--- config.mk ---
export PLATFORM = sky130hd
export DESIGN_NAME = rom_rr_arb_m
export DESIGN_NICKNAME = d
export VERILOG_FILES = /design/src/rtl/rom_rr_arb_m.sv
export SDC_FILE = /design/constraint.sdc
export NUM_CORES = 1
export LEC_CHECK = 0
export BUFFER_PORTS_ARGS = -buffer_cell sky130_fd_sc_hd__buf_2
export CAP_MARGIN = 30
export CELL_PAD_IN_SITES_DETAIL_PLACEMENT = 1
export CELL_PAD_IN_SITES_GLOBAL_PLACEMENT = 1
export CORE_MARGIN = 2
export CORE_UTILIZATION = 23
export CTS_CLUSTER_DIAMETER = 30
export DETAILED_ROUTE_END_ITERATION = 10
export PLACE_DENSITY = 0.85
export SLEW_MARGIN = 25
export SYNTH_ARGS = -nofsm -noshare
export SYNTH_HDL_FRONTEND = slang
export SYNTH_SLANG_ARGS = --single-unit
--- constraint.sdc ---
create_clock -name clk -period 2.05 [get_ports clk]
set_clock_uncertainty 0.15 [all_clocks]
set_input_delay 0.1025 -clock clk [delete_from_list [all_inputs] [get_ports clk]]
set_output_delay 0.1025 -clock clk [all_outputs]
set_load 0.05 [all_outputs]
--- src/rtl/rom_rr_arb_m.sv ---
// Round-robin arbiter sharing one ROM read port among N_REQ requesters, with a tag pipeline routing data back.
// Optional request locking is compiled in with `define ROM_ARB_LOCK_EN (adds the req_lock port).
module rom_rr_arb_m #(
    parameter int N_REQ       = 4,
    parameter int ADDR_WIDTH  = 8,
    parameter int WORD_WIDTH  = 16,
    parameter int ROM_LATENCY = 1
) (
    input  logic                        clk,
    input  logic                        rst,
    input  logic [N_REQ-1:0]            req_valid,
    input  logic [N_REQ*ADDR_WIDTH-1:0] req_addr,
    output logic [N_REQ-1:0]            req_ready,
    output logic [N_REQ-1:0]            resp_valid,
    output logic [WORD_WIDTH-1:0]       resp_data,
    output logic [ADDR_WIDTH-1:0]       rom_addr,
    input  logic [WORD_WIDTH-1:0]       rom_data
`ifdef ROM_ARB_LOCK_EN
    ,
    input  logic [N_REQ-1:0]            req_lock
`endif
);

    localparam int IDW = (N_REQ > 1) ? $clog2(N_REQ) : 1;

    generate
        if (ROM_LATENCY < 1) begin : g_bad_latency
            $error("rom_rr_arb_m: ROM_LATENCY must be >= 1");
        end
    endgenerate

    logic [IDW-1:0] rr_ptr;
    logic [IDW-1:0] grant;
    logic [IDW-1:0] sel_q;
    logic [IDW-1:0] sel;
    logic           found;
    logic           xfer;

`ifdef ROM_ARB_LOCK_EN
    typedef enum logic {ARB, LOCKED} lock_state_e;
    lock_state_e    state, state_next;
    logic [IDW-1:0] owner;

    always_ff @(posedge clk or posedge rst) begin
        if (rst) begin
            state <= ARB;
            owner <= '0;
        end else begin
            state <= state_next;
            if (state == ARB && xfer && req_lock[grant])
                owner <= grant;
        end
    end

    always_comb begin
        state_next = state;
        case (state)
            ARB:     if (xfer && req_lock[grant])  state_next = LOCKED;
            LOCKED:  if (xfer && !req_lock[owner]) state_next = ARB;
            default: state_next = ARB;
        endcase
    end
`endif

    always_comb begin
        int unsigned idx;
        idx   = 0;
        found = 1'b0;
        grant = '0;
        for (int unsigned k = 0; k < N_REQ; k++) begin
            idx = (32'(rr_ptr) + k) % N_REQ;
            if (!found && req_valid[IDW'(idx)]) begin
                found = 1'b1;
                grant = IDW'(idx);
            end
        end
`ifdef ROM_ARB_LOCK_EN
        if (state == LOCKED) begin
            found = req_valid[owner];
            grant = owner;
        end
`endif
    end

    assign xfer = found & ~rst;

    always_comb begin
        req_ready = '0;
        if (xfer)
            req_ready[grant] = 1'b1;
    end

    always_ff @(posedge clk or posedge rst) begin
        if (rst) begin
            rr_ptr <= '0;
            sel_q  <= '0;
        end else if (xfer) begin
            rr_ptr <= (grant == IDW'(N_REQ - 1)) ? '0 : grant + 1'b1;
            sel_q  <= grant;
        end
    end

    // Idle cycles keep the previous mux select so the ROM address does not toggle.
    assign sel      = found ? grant : sel_q;
    assign rom_addr = req_addr[32'(sel)*ADDR_WIDTH +: ADDR_WIDTH];

    logic [ROM_LATENCY-1:0] tag_v;
    logic [IDW-1:0]         tag_id [ROM_LATENCY];

    always_ff @(posedge clk or posedge rst) begin
        if (rst) begin
            tag_v <= '0;
        end else begin
            tag_v[0] <= xfer;
            for (int unsigned s = 1; s < ROM_LATENCY; s++)
                tag_v[s] <= tag_v[s-1];
        end
    end

    always_ff @(posedge clk) begin
        tag_id[0] <= grant;
        for (int unsigned s = 1; s < ROM_LATENCY; s++)
            tag_id[s] <= tag_id[s-1];
    end

    always_comb begin
        resp_valid = '0;
        if (tag_v[ROM_LATENCY-1])
            resp_valid[tag_id[ROM_LATENCY-1]] = 1'b1;
    end

    assign resp_data = rom_data;

endmodule

==> metrics.yaml <==
run_status:
  status: "finished with violations"
  violations: "negative setup slack"
cells_and_area:
  drive_gt1_share_pct: 80.1
  insertedDiodeCount: 0
  instances_no_fill: 182
  fin_area_um2: 1490
  final_common_cell: "buf_2"
  layout_common_cells: "buf_2 (41), mux2i_2 (12), mux2i_4 (11)"
  fin_util_pct: 43.5
  nets: 195
  area_growth_pct: 77.7
global_routing:
  antenna_found_initial: 0
  track_usage_pct: 12.7
  grt_max_degree: 17
  first_global_vias: 880
  globalRoute.totalOverflow: 0
  grt_pass1_wl_mm: 4.11
place:
  numPortBuffers: 53
  dp.cells: 173
  dp_slack_ps: 17.2
  place_area_um2: 1190
  place.detailed.hpwl_mm: 1.95
  routabilityCongestion: 0.790
floorplan:
  fp.dieH_um: 64.3
  dieWidth_um: 64.3
  dieArea_um2: 4130
  start_util_pct: 24.5
  coreArea_um2: 3420
  ios: 86
  num_rows: 21
timing:
  fin_crit_sh_pct: 112
  worstMarginPinSlew_ps: 604
  rsz0062_at_grt: "yes"
  layout_setup_ws_ps: -236
  slew_headroom_pct: 59.6
  fin_crit_ps: 2290
  final_max_slew_viol_count: 0
  timing.hold.ws_ps: 55.0
  setup_viol: 12
  max_freq_mhz: 437
  hold_violations: 0
synthesis:
  synthCells: 87
  synth-seq-area-share_pct: 19.8
  syn_area_um2: 836
  synth_seq_cells: 7
  syn_nets: 145
  ys_types: 19
  yosysWarnings: 0
  syn_area_per_cell_um2: 9.61
clock_tree:
  clk_path_buf_depth: 2
  cts.clk_slew.worst_paths_ps: 60
  cts_sinks: 7
  tritoncts: "built"
  numCtsBuffers: 3
  htreeDepth: 1
  cts_root_buffer: "clkbuf_4"
  clk_latency_ps: 260
critical_path:
  worstPathCellList: "nor3b_4, a211oi_4, o21ai_4, clkbuf_16, mux2i_2, mux2i_4, buf_4"
  cp-start-kind: "flop"
  path_delay_family: "flip-flops"
  cp_slowest_stage_delay_ps: 450
  worst_setup_path_end_kind: "output port"
  cp_slowest_cell: "dfrtp_2"
  critPathMaxFanout: 8
  cp_num_buf_inv: 2
  critPathRequiredTime_ps: 1800
  cp.arrival_ps: 2030
  critPathKind: "flop to output port"
route:
  vias: 806
  wl_mm: 2.79
  via_per_inst: 4.43
  wire_per_inst_um: 15.3
  ant_nets: 0
  drc: 0
  first_iter_violations: 15
  firstDrtPassIters: 4
power_and_ir_drop:
  p_leak_nw: 0.645
  powerDensity_nw_per_um2: 1220
  ir_worst_vdd_uv: 603
min_path:
  hp-class: "input port to output port"
job:
  maxCapViolCount: 0
==> cell type report <==
class | instances | area (um2)
clock buffers | 3 | 22.5
inverters | 3 | 13.8
clock inverters | 1 | 5.00
well taps | 46 | 57.6
fillers | 384 | 1930
flip-flops and latches | 7 | 168
multi-input cells | 60 | 777
repair buffers | 62 | 442
==> worst register-to-register path, stage by stage, from the launching register on <==
cell and delay, ps:
dfrtp_2 450, mux2i_2 190, a211oi_4 350, buf_6 190, ha_1 240, mux2_2 270
==> synth_stat cells <==
cell	n	area, um2
nor3b_1	2	15.0
and2_1	4	25.0
dfxtp_1	2	40.0
nand2_1	4	15.0
mux2_2	3	33.8
ha_1	4	50.1
nor2_1	8	30.0
buf_4	16	120
nor4_4	1	21.3
inv_1	3	11.3
dfrtp_1	5	125
a211oi_2	2	25.0
mux2i_1	25	250
a21oi_1	2	10.0
buf_12	1	20.0
a21oi_2	1	8.76
o21ai_4	1	16.3
nand2b_1	2	12.5
and3_1	1	6.26
==> layer usage <==
| layer | track usage [%] | part of all wire [%] | vias to the layer above |
|---|---|---|---|
| met1 | 14.3 | 37 | 391 |
| met4 | 2.13 | 0.57 | 0 |
| li1 | - | - | 383 |
| met2 | 24.9 | 57 | 26 |
| met3 | 2.29 | 5.1 | 6 |
| met5 | 0 | 0 | - |
==> worst paths after layout <==
check	from	to	slack [ps]	depth (start not counted)
min	rom_data[11]	resp_data[11]	60	0
max reg2reg	rr_ptr[1]	rr_ptr[1]	110	5
min reg2reg	sel_q[1]	sel_q[1]	380	1
max	rr_ptr[1]	rom_addr[7]	-240	7
min in group asynchronous	rst	sel_q[0]	160	3
max in group asynchronous	rst	rr_ptr[1]	1370	3
==> flip-flops by register name, indices dropped and copies added, names as in the netlist <==
register,cells
rr_ptr,2
sel_q,2
tag_id,2
tag_v,1
==> report_power, final <==
part / switching [mW] / internal [mW] / leakage, nW
clock network: 0.0607 / 0.0717 / 0.0177
registers: 0.0566 / 0.187 / 0.0733
logic: 0.767 / 0.672 / 0.554
total: 0.884 / 0.931 / 0.645
==> kinds of logic (layout without fill, tap and decap cells) <==
family                   count (synthesis)  after routing  synth area share (%)
multiplexers                            28             28                  34.0
flip-flops                               7              7                  19.8
buffers and inverters                   20             69                  18.1
AND/OR/NAND/NOR                         22             22                  15.0
adder cells (fa/ha/maj)                  4              4                  5.99
AO/OA/AOI/OAI                            6              6                  7.19
==> through the flow <==
step | power (mW) | TNS (ps)
2_1_floorplan | 1.18 | -524
3_3_place_gp | 1.30 | 0
3_5_place_dp | 1.34 | 0
4_1_cts | 1.69 | -1160
5_1_grt | 1.90 | -2580
6_report | 1.81 | -1630
==> what timing repair did <==
| action | in CTS | in global routing |
|---|---|---|
| pin swaps | 2 | 0 |
| endpoints found under the hold margin | 5 | 0 |
| setup buffers | 2 | 1 |
| endpoints found under the setup margin | 12 | 12 |
| cloned | 0 | 1 |
| hold buffers | 1 | 0 |
| resized for setup | 47 | 9 |
Power figures use the tool's default switching activity.
